===== src/rtl/fb_rect_filler.sv =====
// fb_rect_filler: fills a clipped rectangle of a frame buffer with one colour.
// One pixel is written per cycle in raster order. Every output is registered.
module fb_rect_filler #(
    parameter int unsigned FB_WIDTH   = 40,
    parameter int unsigned FB_HEIGHT  = 30,
    parameter int unsigned ADDR_WIDTH = 11,
    parameter int unsigned DATA_WIDTH = 8
) (
    input  logic                  iCLK,
    input  logic                  iRST_N,
    input  logic                  iStart,
    input  logic [5:0]            iX0,
    input  logic [4:0]            iY0,
    input  logic [5:0]            iW,
    input  logic [4:0]            iH,
    input  logic [5:0]            iColor,
    output logic                  oBusy,
    output logic                  oDone,
    output logic [ADDR_WIDTH-1:0] oAddr,
    output logic [DATA_WIDTH-1:0] oData,
    output logic                  oCs,
    output logic                  oWe,
    output logic                  oOe
);

    typedef enum logic [1:0] {
        S_IDLE,
        S_SETUP,
        S_FILL,
        S_DONE
    } state_t;

    localparam logic [6:0]            FBW_X   = 7'(FB_WIDTH);
    localparam logic [5:0]            FBH_Y   = 6'(FB_HEIGHT);
    localparam logic [ADDR_WIDTH-1:0] FBW_A   = ADDR_WIDTH'(FB_WIDTH);
    localparam logic [31:0]           FBW_VEC = 32'(FB_WIDTH);

    state_t                state_q, state_d;
    logic [5:0]            x0_q, x0_d;
    logic [4:0]            y0_q, y0_d;
    logic [5:0]            w_q, w_d;
    logic [4:0]            h_q, h_d;
    logic [5:0]            color_q, color_d;
    logic [6:0]            x_end_q, x_end_d;
    logic [5:0]            y_end_q, y_end_d;
    logic [5:0]            x_q, x_d;
    logic [4:0]            y_q, y_d;
    logic [ADDR_WIDTH-1:0] row_base_q, row_base_d;
    logic                  busy_q, busy_d;
    logic                  done_q, done_d;
    logic                  wr_q, wr_d;
    logic [ADDR_WIDTH-1:0] addr_q, addr_d;
    logic [DATA_WIDTH-1:0] data_q, data_d;

    logic [ADDR_WIDTH-1:0] row_mult;
    logic [6:0]            x_sum, x_clip;
    logic [5:0]            y_sum, y_clip;
    logic [DATA_WIDTH-1:0] fill_word;
    logic                  last_col, last_row;

    // y0 * FB_WIDTH as a sum of shifted copies of y0, one per set bit of FB_WIDTH
    always_comb begin
        row_mult = '0;
        for (int unsigned i = 0; i < ADDR_WIDTH; i++) begin
            if (FBW_VEC[i]) begin
                row_mult = row_mult + (ADDR_WIDTH'(y0_q) << i);
            end
        end
    end

    // Clipped end coordinates, sums one bit wider than the operands
    always_comb begin
        x_sum     = {1'b0, x0_q} + {1'b0, w_q};
        y_sum     = {1'b0, y0_q} + {1'b0, h_q};
        x_clip    = (x_sum > FBW_X) ? FBW_X : x_sum;
        y_clip    = (y_sum > FBH_Y) ? FBH_Y : y_sum;
        fill_word = '0;
        fill_word[5:0] = color_q;
        last_col  = (({1'b0, x_q} + 7'd1) == x_end_q);
        last_row  = (({1'b0, y_q} + 6'd1) == y_end_q);
    end

    // Next-state and registered-output logic; outputs are prepared one cycle ahead
    always_comb begin
        state_d    = state_q;
        x0_d       = x0_q;
        y0_d       = y0_q;
        w_d        = w_q;
        h_d        = h_q;
        color_d    = color_q;
        x_end_d    = x_end_q;
        y_end_d    = y_end_q;
        x_d        = x_q;
        y_d        = y_q;
        row_base_d = row_base_q;
        busy_d     = busy_q;
        done_d     = 1'b0;
        wr_d       = 1'b0;
        addr_d     = addr_q;
        data_d     = data_q;

        case (state_q)
            S_IDLE: begin
                if (iStart) begin
                    x0_d    = iX0;
                    y0_d    = iY0;
                    w_d     = iW;
                    h_d     = iH;
                    color_d = iColor;
                    busy_d  = 1'b1;
                    state_d = S_SETUP;
                end
            end
            S_SETUP: begin
                x_end_d = x_clip;
                y_end_d = y_clip;
                if (({1'b0, x0_q} >= x_clip) || ({1'b0, y0_q} >= y_clip)) begin
                    done_d  = 1'b1;
                    state_d = S_DONE;
                end else begin
                    x_d        = x0_q;
                    y_d        = y0_q;
                    row_base_d = row_mult;
                    addr_d     = row_mult + ADDR_WIDTH'(x0_q);
                    data_d     = fill_word;
                    wr_d       = 1'b1;
                    state_d    = S_FILL;
                end
            end
            S_FILL: begin
                // x_q/y_q name the pixel on the bus now; the next one is set up here
                if (last_col && last_row) begin
                    done_d  = 1'b1;
                    state_d = S_DONE;
                end else if (last_col) begin
                    x_d        = x0_q;
                    y_d        = y_q + 5'd1;
                    row_base_d = row_base_q + FBW_A;
                    addr_d     = row_base_q + FBW_A + ADDR_WIDTH'(x0_q);
                    wr_d       = 1'b1;
                end else begin
                    x_d    = x_q + 6'd1;
                    addr_d = row_base_q + ADDR_WIDTH'(x_q + 6'd1);
                    wr_d   = 1'b1;
                end
            end
            S_DONE: begin
                busy_d  = 1'b0;
                state_d = S_IDLE;
            end
            default: begin
                busy_d  = 1'b0;
                state_d = S_IDLE;
            end
        endcase
    end

    // State, operand, counter and output registers with asynchronous clear
    always_ff @(posedge iCLK or negedge iRST_N) begin
        if (!iRST_N) begin
            state_q    <= S_IDLE;
            x0_q       <= '0;
            y0_q       <= '0;
            w_q        <= '0;
            h_q        <= '0;
            color_q    <= '0;
            x_end_q    <= '0;
            y_end_q    <= '0;
            x_q        <= '0;
            y_q        <= '0;
            row_base_q <= '0;
            busy_q     <= 1'b0;
            done_q     <= 1'b0;
            wr_q       <= 1'b0;
            addr_q     <= '0;
            data_q     <= '0;
        end else begin
            state_q    <= state_d;
            x0_q       <= x0_d;
            y0_q       <= y0_d;
            w_q        <= w_d;
            h_q        <= h_d;
            color_q    <= color_d;
            x_end_q    <= x_end_d;
            y_end_q    <= y_end_d;
            x_q        <= x_d;
            y_q        <= y_d;
            row_base_q <= row_base_d;
            busy_q     <= busy_d;
            done_q     <= done_d;
            wr_q       <= wr_d;
            addr_q     <= addr_d;
            data_q     <= data_d;
        end
    end

    assign oBusy = busy_q;
    assign oDone = done_q;
    assign oAddr = addr_q;
    assign oData = data_q;
    assign oCs   = wr_q;
    assign oWe   = wr_q;
    assign oOe   = 1'b0;

endmodule


===== config.mk =====
export PLATFORM = sky130hd
export DESIGN_NAME = fb_rect_filler
export DESIGN_NICKNAME = d
export VERILOG_FILES = /design/src/rtl/fb_rect_filler.sv
export SDC_FILE = /design/constraint.sdc
export NUM_CORES = 1
export LEC_CHECK = 0
export ABC_AREA = 1
export CAP_MARGIN = 20
export CELL_PAD_IN_SITES_DETAIL_PLACEMENT = 1
export CELL_PAD_IN_SITES_GLOBAL_PLACEMENT = 1
export CORE_MARGIN = 1.5
export CORE_UTILIZATION = 25
export DETAILED_ROUTE_END_ITERATION = 6
export GPL_TIMING_DRIVEN = 0
export PLACE_DENSITY = 0.54
export SLEW_MARGIN = 20
export SYNTH_ARGS = -nofsm -noshare
export SYNTH_HDL_FRONTEND = slang
export SYNTH_SLANG_ARGS = --single-unit

===== constraint.sdc =====
create_clock -name iCLK -period 3.6 [get_ports iCLK]
set_clock_uncertainty 0.1 [all_clocks]
set_input_delay 0.36 -clock iCLK [delete_from_list [all_inputs] [get_ports iCLK]]
set_output_delay 0.36 -clock iCLK [all_outputs]
set_load 0.02 [all_outputs]

==> results.sh <==
export IMPL_status="finished clean"
export IMPL_critPathTopFamily="simple AND/OR/NAND/NOR gates"
export IMPL_wl_mm=17.8
export IMPL_drv_cap=0
export IMPL_crit_end="y_q[0]"
export IMPL_crit_path_end_kind="flop"
export IMPL_yosysUniqueCellTypes=34
export IMPL_drc=0
export IMPL_critPathBufInv=2
export IMPL_hp_class="input port to async pin"
export IMPL_whs_ns=0.343
export IMPL_via_per_inst=4.54
export IMPL_detail_route_wl_per_cell_um=15.7
export IMPL_drt_iter0_markers=164
export IMPL_fin_area_um2=7170
export IMPL_rrSetupSlack_ns=0.24
export IMPL_path_cells="ha_4 > fa_2 > nand3_1 > nand2_1 > xor2_2 > nand2_1 > nand2_2 > buf_4 > nor2_1 > ha_1 > o21ai_2 > nand3_1 > a21oi_2 > nand2_2 > nand2_4 > nand3_4 > clkbuf_16 > nand2_1 > nand2_1"
export IMPL_achievable_frequency_mhz=298
export IMPL_cts_path_max_buffers=2
export IMPL_die_w_um=152
export IMPL_cp_common_cell="nand2_1"
export IMPL_diodes=0
export IMPL_htree_levels=3
export IMPL_setup_viol=0
export IMPL_port_buffers=51
export IMPL_drive_gt1_frac=0.137
export IMPL_dieHeight_um=152
export IMPL_cts_clk_slew_worst_paths_ns=0.07
export IMPL_synth_flop_cell="dfrtp_1"
export IMPL_final_util=0.329
export IMPL_syn_to_final_growth_pct=28.7
export IMPL_r2r_start="y0_q[0]"
export IMPL_syn_area_um2=5570
export IMPL_die_area_um2=23200
export IMPL_ff2ff_path_depth=19
export IMPL_slew_headroom=0.492
export IMPL_post_dp_hpwl_mm=13.6
export IMPL_ios=55
export IMPL_slew_violations=0
export IMPL_path_depth=19
export IMPL_r2r_end="y_q[0]"
export IMPL_cts_made_buffers=9
export IMPL_yosysWarnings=0
export IMPL_timing_hold_violations_final=0
export IMPL_place_area_um2=6470
export IMPL_ant_nets=0
export IMPL_critPathLaunchType="flop"
export IMPL_initial_core_util=0.255
export IMPL_cts_tree="done"
export IMPL_worstMarginPinSlew_ns=0.761
export IMPL_mostFrequentLayoutCell="nand2_1"
export IMPL_avgSynthCellArea_um2=7.31
export IMPL_path_class="flop to flop"
export IMPL_arrival_ns=3.49
export IMPL_crit_path_max_incr_delay_ns=0.44
export IMPL_grt_overflow_total=0
export IMPL_finalCritPeriodShare=0.933
export IMPL_clock_sinks=81
export IMPL_slowest_stage="dfrtp_2"
export IMPL_cts_root_buf="clkbuf_16"
export IMPL_drt_first_pass_iters=5
export IMPL_crit_start="y0_q[0]"
export IMPL_yosysTopAreaCell="dfrtp_1"
export IMPL_synth_seq_cells=81
export IMPL_min_period_ns=3.36
export IMPL_synthArstFlopShare=1.00
export IMPL_critical_path_required_ns=3.73
export IMPL_insertion_delay_ns=0.35
export IMPL_synth_edf_count=0
export IMPL_syn_inst=762
export IMPL_num_fill_cells=2705
export IMPL_final_cell_mix="nand2_1 (275), dfrtp_1 (72), inv_1 (66)"
export IMPL_grt_max_degree=57
export IMPL_gp_congestion=0.778
export IMPL_grt_pass1_wl_mm=29.2
export IMPL_num_rows=54
export IMPL_core_um2=21800
export IMPL_synth_area_top_cells="dfrtp_1 (36%), nand2_1 (19%), ha_1 (9.2%), o21ai_0 (4.7%), inv_1 (4.6%)"
export IMPL_fin_nets=926
export IMPL_num_vias=5148
export IMPL_worstPathMaxFanout=7
export IMPL_grt_usage=0.158
export IMPL_grt_pass1_vias=5348
export IMPL_synth_top_area_share=0.364
export IMPL_ys_seq_area_frac=0.364
export IMPL_antenna_found_initial=0
## layer usage
metal | track usage | vias to the layer above | share of wire
li1 | - | 2630 | -
met5 | 0 | - | 0
met4 | 0.0361 | 0 | 0.0096
met2 | 0.267 | 66 | 0.48
met3 | 0.0293 | 10 | 0.031
met1 | 0.210 | 2442 | 0.48
## final cells by class
class | instances | area (um2) | share of cell area
plain buffers | 29 | 175 | 0.0244
clock buffers | 9 | 225 | 0.0314
clock inverters | 6 | 66.3 | 0.00925
inverters | 72 | 270 | 0.0377
multi-input cells | 582 | 3310 | 0.462
flip-flops and latches | 81 | 2040 | 0.284
well taps | 280 | 350 | 0.0489
repair buffers | 75 | 732 | 0.102
## logic make-up after synthesis
family / synth area share
flip-flops: 0.364
AO/OA/AOI/OAI: 0.0898
AND/OR/NAND/NOR: 0.311
XOR/XNOR: 0.0519
adder cells (fa/ha/maj): 0.106
buffers and inverters: 0.0764
other: 0.000673
## worst min-delay path by stage
stage	startpoint	to	slack, ns	depth (start not counted)
after global placement	oAddr[1]	oAddr[1]	0.36	2
after detailed placement	iRST_N	oAddr[2]	0.16	1
after CTS	iRST_N	oAddr[2]	0.35	2
final	iRST_N	oAddr[2]	0.34	2
after floorplan	iRST_N	color_q[0]	-0.04	0
after global routing	iRST_N	oAddr[2]	0.37	2
## sequential cells by signal (all words and copies together), names as in the netlist, 2 cells and up
signal	flops
row_base_q	8
color_q	6
state_q	2
h_q	5
y_end_q	6
oAddr	10
y_q	5
x_end_q	7
w_q	6
y0_q	5
oData	6
x_q	6
x0_q	6
## worst register-to-register path: stages (launching register included)
cell and delay, ns:
dfrtp_2 0.44, ha_4 0.19, fa_2 0.42, nand3_1 0.10, nand2_1 0.08, xor2_2 0.16
nand2_1 0.09, nand2_2 0.07, buf_4 0.14, nor2_1 0.18, ha_1 0.29, o21ai_2 0.07
nand3_1 0.09, a21oi_2 0.14, nand2_2 0.12, nand2_4 0.16, nand3_4 0.13, clkbuf_16 0.18
nand2_1 0.05, nand2_1 0.05
## Yosys cell counts, types with 5 or more instances
cell type  count
a21oi_1       23
buf_2          7
buf_4         10
clkbuf_1      12
dfrtp_1       81
ha_1          41
inv_1         68
nand2_1      281
nand2_2        5
nand3_1       43
nand4_1       24
nor2_1        32
nor3_1         5
o21ai_0       52
o21ai_1        5
or2_2          7
xnor2_1        9
xor2_1        24
## metrics by stage
stage	setup TNS, ns	worst slack (ns)	instances
3_5_place_dp	-15.49	-0.481	1096
5_1_grt	-0.0277	-0.0163	1134
4_1_cts	0	0.0242	1120
3_3_place_gp	-122.47	-1.32	1095
6_report	0	0.240	1134
2_1_floorplan	0	0.352	764
## repair_timing
| item | 4_1_cts | 5_1_grt |
|---|---|---|
| gates resized for setup | 18 | 42 |
| buffers inserted | 8 | 13 |
| cloned | 0 | 1 |
| pin swaps | 3 | 11 |
| hold buffers | 1 | 0 |
| endpoints found under the hold margin | 25 | 0 |
| endpoints found under the setup margin | 38 | 37 |
Power is left out: the tool's default activity adds up to more than one toggle a clock period on the data nets, which glitch-free logic cannot reach.
